<file path="src/rtl/cordic_round_ctrl_if.sv">
// Handshake bundle between the CORDIC round sequencer and its environment:
// job control, counter feedback/drive and datapath strobes.
interface cordic_round_ctrl_if #(
  parameter int rndw = 4
);
  logic            start;
  logic            abort;
  logic            ack;
  logic [rndw-1:0] rnd;
  logic            clr;
  logic            c_up;
  logic            ld;
  logic            en;
  logic            last;
  logic            busy;
  logic            done;

  modport master (
    output start, abort, ack, rnd,
    input  clr, c_up, ld, en, last, busy, done
  );

  modport slave (
    input  start, abort, ack, rnd,
    output clr, c_up, ld, en, last, busy, done
  );
endinterface

</file>
<file path="src/rtl/cordic_round_ctrl.sv">
// CORDIC iteration sequencer: one operand load, then NRND iterations counted by
// an external round counter, then a done flag held until acknowledged.
module cordic_round_ctrl #(
  parameter int rndw = 4,
  parameter int NRND = 16
) (
  input  logic               clk,
  input  logic               rst,
  cordic_round_ctrl_if.slave bus
);

  typedef enum logic [1:0] {
    S_IDLE = 2'd0,
    S_LOAD = 2'd1,
    S_ITER = 2'd2,
    S_HOLD = 2'd3
  } state_t;

  localparam logic [rndw-1:0] LAST_RND = rndw'(NRND - 1);

  state_t state_r;
  state_t state_nxt_s;

  logic clr_s;
  logic c_up_s;
  logic ld_s;
  logic en_s;
  logic last_s;
  logic busy_s;
  logic done_s;
  logic rnd_last_s;

  // Full-width unsigned compare: a corrupted index above LAST_RND is not-last,
  // so the job keeps counting instead of finishing early.
  function automatic logic is_last_rnd(input logic [rndw-1:0] r);
    return (r == LAST_RND);
  endfunction

  assign rnd_last_s = is_last_rnd(bus.rnd);

  // State register with synchronous reset
  always_ff @(posedge clk) begin
    if (rst) begin
      state_r <= S_IDLE;
    end else begin
      state_r <= state_nxt_s;
    end
  end

  // Next-state and output decode from (state, rnd, control inputs)
  always_comb begin
    state_nxt_s = state_r;
    clr_s       = 1'b0;
    c_up_s      = 1'b0;
    ld_s        = 1'b0;
    en_s        = 1'b0;
    last_s      = 1'b0;
    busy_s      = 1'b0;
    done_s      = 1'b0;
    case (state_r)
      S_IDLE: begin
        if (bus.start) begin
          state_nxt_s = S_LOAD;
        end else begin
          state_nxt_s = S_IDLE;
        end
      end
      S_LOAD: begin
        clr_s  = 1'b1;
        ld_s   = 1'b1;
        busy_s = 1'b1;
        if (bus.abort) begin
          state_nxt_s = S_IDLE;
        end else begin
          state_nxt_s = S_ITER;
        end
      end
      S_ITER: begin
        en_s   = 1'b1;
        busy_s = 1'b1;
        last_s = rnd_last_s;
        // c_up stays low on the final round so the counter parks at NRND-1
        if (bus.abort) begin
          state_nxt_s = S_IDLE;
        end else if (rnd_last_s) begin
          state_nxt_s = S_HOLD;
        end else begin
          c_up_s      = 1'b1;
          state_nxt_s = S_ITER;
        end
      end
      S_HOLD: begin
        done_s = 1'b1;
        busy_s = 1'b1;
        if (bus.ack) begin
          if (bus.start) begin
            state_nxt_s = S_LOAD;
          end else begin
            state_nxt_s = S_IDLE;
          end
        end else begin
          state_nxt_s = S_HOLD;
        end
      end
      default: begin
        state_nxt_s = S_IDLE;
      end
    endcase
  end

  assign bus.clr  = clr_s;
  assign bus.c_up = c_up_s;
  assign bus.ld   = ld_s;
  assign bus.en   = en_s;
  assign bus.last = last_s;
  assign bus.busy = busy_s;
  assign bus.done = done_s;

endmodule

</file>
<file path="src/flat_wrapper.sv">
// flat-port wrapper written by rule: the top's interface ports become plain ports
module cordic_round_ctrl_flat 
#(
  parameter int rndw = 4,
  parameter int NRND = 16
)
  (clk, rst, bus_start, bus_abort, bus_ack, bus_rnd, bus_clr, bus_c_up, bus_ld, bus_en, bus_last, bus_busy, bus_done);
  cordic_round_ctrl_if #(.rndw(rndw)) bus_i ();
  input  logic clk;
  input  logic rst;
  input wire logic [$bits(bus_i.start)-1:0] bus_start;
  input wire logic [$bits(bus_i.abort)-1:0] bus_abort;
  input wire logic [$bits(bus_i.ack)-1:0] bus_ack;
  input wire logic [$bits(bus_i.rnd)-1:0] bus_rnd;
  output wire logic [$bits(bus_i.clr)-1:0] bus_clr;
  output wire logic [$bits(bus_i.c_up)-1:0] bus_c_up;
  output wire logic [$bits(bus_i.ld)-1:0] bus_ld;
  output wire logic [$bits(bus_i.en)-1:0] bus_en;
  output wire logic [$bits(bus_i.last)-1:0] bus_last;
  output wire logic [$bits(bus_i.busy)-1:0] bus_busy;
  output wire logic [$bits(bus_i.done)-1:0] bus_done;
  assign bus_i.start = bus_start;
  assign bus_i.abort = bus_abort;
  assign bus_i.ack = bus_ack;
  assign bus_i.rnd = bus_rnd;
  assign bus_clr = bus_i.clr;
  assign bus_c_up = bus_i.c_up;
  assign bus_ld = bus_i.ld;
  assign bus_en = bus_i.en;
  assign bus_last = bus_i.last;
  assign bus_busy = bus_i.busy;
  assign bus_done = bus_i.done;
  cordic_round_ctrl #(.rndw(rndw), .NRND(NRND)) u_core (.clk(clk), .rst(rst), .bus(bus_i));
endmodule
</file>
<file path="config.mk">
export PLATFORM = sky130hd
export DESIGN_NAME = cordic_round_ctrl_flat
export DESIGN_NICKNAME = d
export VERILOG_FILES = /design/src/rtl/cordic_round_ctrl_if.sv /design/src/rtl/cordic_round_ctrl.sv /design/src/flat_wrapper.sv
export SDC_FILE = /design/constraint.sdc
export NUM_CORES = 1
export LEC_CHECK = 0
export CAP_MARGIN = 0
export CORE_AREA = 2 2 39 41
export CTS_CLUSTER_DIAMETER = 150
export DETAILED_ROUTE_END_ITERATION = 10
export DIE_AREA = 0 0 41 43
export SLEW_MARGIN = 20
export SYNTH_ARGS = -nofsm -noshare
export SYNTH_HDL_FRONTEND = slang
export SYNTH_SLANG_ARGS = --single-unit
</file>
<file path="constraint.sdc">
create_clock -name clk -period 1.9 [get_ports clk]
set_input_delay 0.38 -clock clk [delete_from_list [all_inputs] [get_ports clk]]
set_output_delay 0.38 -clock clk [all_outputs]
set_load 0.01 [all_outputs]
</file>
==> metrics.md, run 1 <==
| Metric | Value |
|---|---|
| Yosys Warn Count | `0` |
| Placed Cells incl. Taps | `52` |
| Crit path capture type | `output port` |
| Crit start category | `input pin` |
| Post-synth EDFFs | `0` |
| Root buffer cell | `clkbuf_4` |
| Worst Path Max Fanout | `3` |
| Seq cells post-synth | `2` |
| Vias in the first global route | `233` |
| Count of cell types in the netlist | `14` |
| Largest area contributor in the netlist | `dfxtp_1` |
| HP Class | `reg -> reg` |
| Largest net degree at the start of global routing | `6` |
| Final WS setup | `0.0801 ns` |
| Clock-pin slew on the worst setup and hold paths | `~0.03 ns` |
| Post-synth top cells | `inv_1, nor2_1, a22oi_1, dfxtp_1` |
| Dpl ws | `-0.125 ns` |
| Grt total ovfl | `0` |
| Max transition margin | `87.2%` |
| Syn Std Cell Area | `155 µm²` |
| Leak | `roughly 0.16 nW` |
| Post-synth net total | `29` |
| # DRC | `0` |
| Number of max-cap violations | `0` |
| Routed length per placed instance | `8.13 µm` |
| Maximum VDD drop | `slightly above 0.1 mV` |
| CP arrival | `about 1.4 ns` |
| H-Tree Depth | `1` |
| Routed WL | `447 µm` |
| Cell area power density | `between 500 and 600 nW/µm²` |
| Min Tclk post-route | `around 1.8 ns` |
| Max Slew Vio Count | `0` |
| Initial antenna violation count | `0` |
| DIE WIDTH | `41 µm` |
| Worst-Margin Slew | `0.192 ns` |
| Top cells by area, synth | `dfxtp_1, a22oi_1, nand2b_4` |
| Internal Power | `149 µW` |
| Via count | `209` |
| Worst-Skew Late Latency | `~0.22 ns` |
| Clock tree sinks | `2` |
| # diodes | `0` |
| DRT Pass-1 Iters | `2` |
| Unrepaired setup endpoints after global routing | `false` |
| WHS Path Cells | `3` |
| HPWL after detailed placement | `391 µm` |
| Final GP Congestion | `0.598` |
| Sequential power share | `roughly a quarter` |
| Comb pwr share | `about a quarter` |
| WHS | `~0.62 ns` |
| Critical path type | `in -> out` |
| Die area | `approximately 1800 µm²` |
| Cts-stage hold buffer count | `0` |
| Setup violators final | `0` |
| Global-route usage over all layers | `6.91%` |
| Synth Area per Inst | `7.76 µm²` |
| Switching Share | `22.0%` |
| R2r worst-path depth | `3` |
| Period utilization | `95.8%` |
| Post-synthesis cell count | `20` |
| Initial core utilization | `roughly 11%` |
| Row count | `14` |
| I/O pin count | `16` |
| Hold Vio Cnt, Final | `0` |
| Max reg flops | `2` |
| First-pass GRT wire length | `759 µm` |
| Non-Filler Instances | `between 50 and 60` |
| Total chip power | `192 µW` |
| Total CTS buffers | `3` |
| Routed Antenna Nets | `0` |
| Share of cells above drive strength 1 | `slightly above 20%` |
| Status | `finished, final reports clean` |
| Largest regs | `u_core.state_r x2` |
| Die H | `43 µm` |
| Utilization after layout | `25.5%` |
| Worst Path Required | `1.52 ns` |
| CTS Buffer Depth | `2` |
| Worst clock skew | `0.00118 ns` |
| Final nets | `50` |
| IO Port Bufs | `15` |
| Initial DRC count | `2` |
| Largest Register | `u_core.state_r` |
| CTS tree | `yes` |
| Asr flop ratio synth | `0%` |
| Top_reg_cell synth | `dfxtp_1` |
| Synth-to-layout area growth | `127%` |
| Max Clk Rate | `about 0.55 GHz` |
| Vias per std cell | `3.80` |
| Switching power total | `42.2 µW` |
| Sequential share of the synthesized area | `25.8%` |
| Core area | `1380 µm²` |
| Yosys top cell area share | `about a quarter` |
| Clk pwr share | `48.9%` |
-- kinds of logic (layout without fill, tap and decap cells) --
| group | after synthesis | count (layout) | synth area share [%] |
|---|---|---|---|
| multiplexers | 1 | 1 | 6.45 |
| AO/OA/AOI/OAI | 3 | 3 | 12.9 |
| flip-flops | 2 | 2 | 25.8 |
| buffers and inverters | 4 | 23 | 12.1 |
| AND/OR/NAND/NOR | 10 | 10 | 42.8 |
-- through the flow --
stage	setup TNS (ns)	cell area, µm²
final	0	353
after global routing	0	353
after CTS	0	353
after detailed placement	-0.249	333
after floorplan	0	155
after global placement	-0.223	333
-- layout by cell type (no fill, tap or decap) --
cell type / count
mux2i_1: 1
buf_4: 2
and2b_2: 1
or3_1: 1
nor2_1: 3
dfxtp_1: 2
nand2b_1: 1
a22oi_1: 2
and3_1: 1
nand4_1: 1
dlygate4sd2_1: 2
clkbuf_4: 3
nand2b_4: 1
clkdlybuf4s50_1: 13
inv_1: 3
a21oi_1: 1
and2_2: 1
-- cell type report --
class | count | area (µm²)
multi-input cells | 14 | 96.3
inverters | 3 | 11.3
well taps | 16 | 20.0
fillers | 165 | 1030
flip-flops and latches | 2 | 40.0
repair buffers | 17 | 163
clock buffers | 3 | 22.5
-- routing by layer --
layer	track usage (%)	vias up	share of wire (%)
met5	0	-	0
met4	10.7	0	2.7
met3	3.66	2	6.7
met2	10.0	8	59
met1	4.47	93	32
li1	-	106	-
-- worst max-delay path, stage by stage --
cell and delay [ns]:
clkdlybuf4s50_1 0.46, nand4_1 0.13, and3_1 0.20, dlygate4sd2_1 0.27
-- worst paths after layout --
check                    startpoint                end  slack (ns)
setup / recovery         bus_rnd[3]           bus_c_up        0.08
hold reg to reg   u_core.state_r[1]  u_core.state_r[0]        0.62
hold / removal    u_core.state_r[1]  u_core.state_r[0]        0.62
setup reg to reg  u_core.state_r[1]  u_core.state_r[1]        0.87
-- power groups by stage --
stage	clock network [mW]	logic, mW	registers, mW
2_1_floorplan	0	0.0189	0.0477
3_3_place_gp	0	0.0506	0.0482
3_5_place_dp	0	0.0513	0.0482
4_1_cts	0.100	0.0511	0.0477
5_1_grt	0.103	0.0553	0.0483
6_report	0.0936	0.0503	0.0477
-- timing repair --
item | CTS | global route
buffers inserted | 0 | 0
gates resized for setup | 2 | 0
endpoints found under the setup margin | 2 | 0
No activity file was read; power rests on OpenSTA's default activity.
==> run 2, diff against run 1 <==
--- a/config.mk
+++ b/config.mk
@@ -6,10 +6,13 @@
 export NUM_CORES = 1
 export LEC_CHECK = 0
 export CAP_MARGIN = 0
+export CELL_PAD_IN_SITES_DETAIL_PLACEMENT = 0
+export CELL_PAD_IN_SITES_GLOBAL_PLACEMENT = 1
 export CORE_AREA = 2 2 39 41
 export CTS_CLUSTER_DIAMETER = 150
 export DETAILED_ROUTE_END_ITERATION = 10
 export DIE_AREA = 0 0 41 43
+export PLACE_DENSITY_LB_ADDON = 0.1
 export SLEW_MARGIN = 20
 export SYNTH_ARGS = -nofsm -noshare
 export SYNTH_HDL_FRONTEND = slang
==> run 2 against run 1 <==
Against the previous run:
- combinational power about the same
- clock skew is 0.0012 ns lower
- sequential power hardly changed
- cell count unchanged
- clock-buffer cell count did not move
- first-iteration DRC count decreased by 50%
- sequential share of layout area unchanged
- critical endpoint unchanged
- highest routed layer unchanged
==> metrics.md, run 2 (synthesis results as in run 1) <==
| Metric | Value |
|---|---|
| Share of cells above drive strength 1 | `20.5% (unchanged)` |
| Worst clock skew | `0.0000164 ns (-0.00116 ns)` |
| CTS tree | `yes` |
| Final Cell Area | `353 µm² (unchanged)` |
| Status | `finished, final reports clean` |
| CP Capture Point | `bus_c_up` |
| Die H | `43 µm (unchanged)` |
| DRT Pass-1 Iters | `2 (unchanged)` |
| Initial DRC count | `1 (-1)` |
| Maximum VDD drop | `0.179 mV (+75%)` |
| HPWL after detailed placement | `381 µm (-2.5%)` |
| Vias in the first global route | `210 (-9.9%)` |
| Max reg flops | `2 (unchanged)` |
| Synth-to-layout area growth | `127% (unchanged)` |
| RR Startpoint | `u_core.state_r[1]` |
| Vias per std cell | `3.73 (-1.9%)` |
| Setup violators final | `0 (unchanged)` |
| Worst Path Required | `1.52 ns (about the same)` |
| Number of max-cap violations | `0 (unchanged)` |
| Routed length per placed instance | `8.07 µm (-0.67%)` |
| Placed Cells incl. Taps | `52 (unchanged)` |
| Largest net degree at the start of global routing | `6 (unchanged)` |
| Commonest cells after routing, fill and taps aside | `clkdlybuf4s50_1, nor2_1, inv_1, clkbuf_4` |
| Largest regs | `u_core.state_r x2` |
| # diodes | `0 (unchanged)` |
| Unrepaired setup endpoints after global routing | `false` |
| I/O pin count | `16 (unchanged)` |
| Min Tclk post-route | `1.82 ns (-0.000911 ns)` |
| Max Clk Rate | `0.550 GHz (about the same)` |
| WHS Path Cells | `3 (unchanged)` |
| Cts-stage hold buffer count | `0 (unchanged)` |
| First-pass GRT wire length | `779 µm (+2.6%)` |
| Initial core utilization | `11.2% (unchanged)` |
| Critical path type | `in -> out` |
| Crit path from | `bus_rnd[2]` |
| Post-CTS setup buffers | `0 (unchanged)` |
| Leak | `0.162 nW (unchanged)` |
| Filler Cell Count | `160 (-3.0%)` |
| Area after DPL | `333 µm² (unchanged)` |
| H-Tree Depth | `1 (unchanged)` |
| Period utilization | `95.7% (about the same)` |
| Grt total ovfl | `0 (unchanged)` |
| Final GP Congestion | `0.605 (+1.2%)` |
| Cell area power density | `545 nW/µm² (+0.30%)` |
| Core area | `1380 µm² (unchanged)` |
| Worst-Margin Slew | `0.210 ns (+0.0180 ns)` |
| Clock tree sinks | `2 (unchanged)` |
| Row count | `14 (unchanged)` |
| Reg-to-Reg End | `u_core.state_r[1]` |
| Routed WL | `444 µm (-0.67%)` |
| Worst R2R Setup Slack | `0.84 ns (-0.03 ns)` |
| Worst Path Max Fanout | `3 (unchanged)` |
| R2r worst-path depth | `3 (unchanged)` |
| Commonest non-fill, non-tap cell in the layout | `clkdlybuf4s50_1` |
| HP Class | `reg -> reg` |
| Initial antenna violation count | `0 (unchanged)` |
| Clock-pin slew on the worst setup and hold paths | `0.03 ns (about the same)` |
| Max Slew Vio Count | `0 (unchanged)` |
| Root buffer cell | `clkbuf_4` |
| IO Port Bufs | `15 (unchanged)` |
| Crit start category | `input pin` |
| Die area | `1760 µm² (unchanged)` |
| Routed Antenna Nets | `0 (unchanged)` |
| DIE WIDTH | `41 µm (unchanged)` |
| Max transition margin | `86.0% (-1.2 points)` |
| WHS | `0.638 ns (+0.0140 ns)` |
| Non-Filler Instances | `55 (unchanged)` |
| Final nets | `50 (unchanged)` |
| Via count | `205 (-1.9%)` |
| Setup TNS | `0 ns (unchanged)` |
| Largest Register | `u_core.state_r` |
| Total CTS buffers | `3 (unchanged)` |
| Worst-Skew Late Latency | `0.22 ns (about the same)` |
| CP arrival | `1.44 ns (about the same)` |
| # DRC | `0 (unchanged)` |
| Global-route usage over all layers | `7.21% (+0.29 points)` |
| Hold Vio Cnt, Final | `0 (unchanged)` |
| Crit path capture type | `output port` |
| CTS Buffer Depth | `2 (unchanged)` |
run 2: cell counts in the layout (fill, tap and decap cells not counted):
No cell type changed its count.
run 2: worst min-delay path by stage:
| stage | end | slack [ns] | start |
|---|---|---|---|
| global route | u_core.state_r[0] | 0.71 | u_core.state_r[1] |
| CTS | u_core.state_r[0] | 0.65 | u_core.state_r[1] |
| floorplan | u_core.state_r[0] | 0.45 | rst |
| detailed placement | u_core.state_r[0] | 0.65 | u_core.state_r[1] |
| global placement | u_core.state_r[0] | 0.65 | u_core.state_r[1] |
| finish | u_core.state_r[0] | 0.64 | u_core.state_r[1] |
run 2: critical path, cell delays in order:
cell	delay [ns]
clkdlybuf4s50_1	0.45
nand4_1	0.13
and3_1	0.20
dlygate4sd2_1	0.27
run 2: metal layers:
metal | global-route usage, % | vias to the layer above | wire length [µm]
li1 | - | 106 | -
met5 | 0 | - | 0
met4 | 8.00 | 0 | 8
met1 | 5.73 | 85 | 172
met3 | 5.24 | 2 | 54
met2 | 10.0 | 12 | 209
run 2: layout make-up:
type | count | area, µm² | area share, %
Clock buffer | 3 | 22.5 | 6.38
Inverter | 3 | 11.3 | 3.19
Multi-Input combinational cell | 14 | 96.3 | 27.3
Sequential cell | 2 | 40.0 | 11.3
Tap cell | 16 | 20.0 | 5.67
Timing Repair Buffer | 17 | 163 | 46.1
run 2: what timing repair did:
item	in CTS	in global routing
resized for setup	2	0
endpoints found under the setup margin	2	0
endpoints found under the hold margin	0	0
run 2: metrics by stage:
step | utilization (%) | worst slack, ns | power (mW)
after floorplan | - | 0.722 | 0.0666
after global placement | 24.1 | -0.116 | 0.0998
after detailed placement | 24.1 | -0.128 | 0.100
after CTS | 25.5 | 0.0692 | 0.200
after global routing | 25.5 | 0.00705 | 0.207
final | 25.5 | 0.0810 | 0.192
run 2: power by group:
group	switching (mW)	internal (mW)	leakage (nW)
Combinational	0.0153	0.0351	0.132
Sequential	0.00321	0.0447	0.0164
Clock	0.0243	0.0696	0.0138
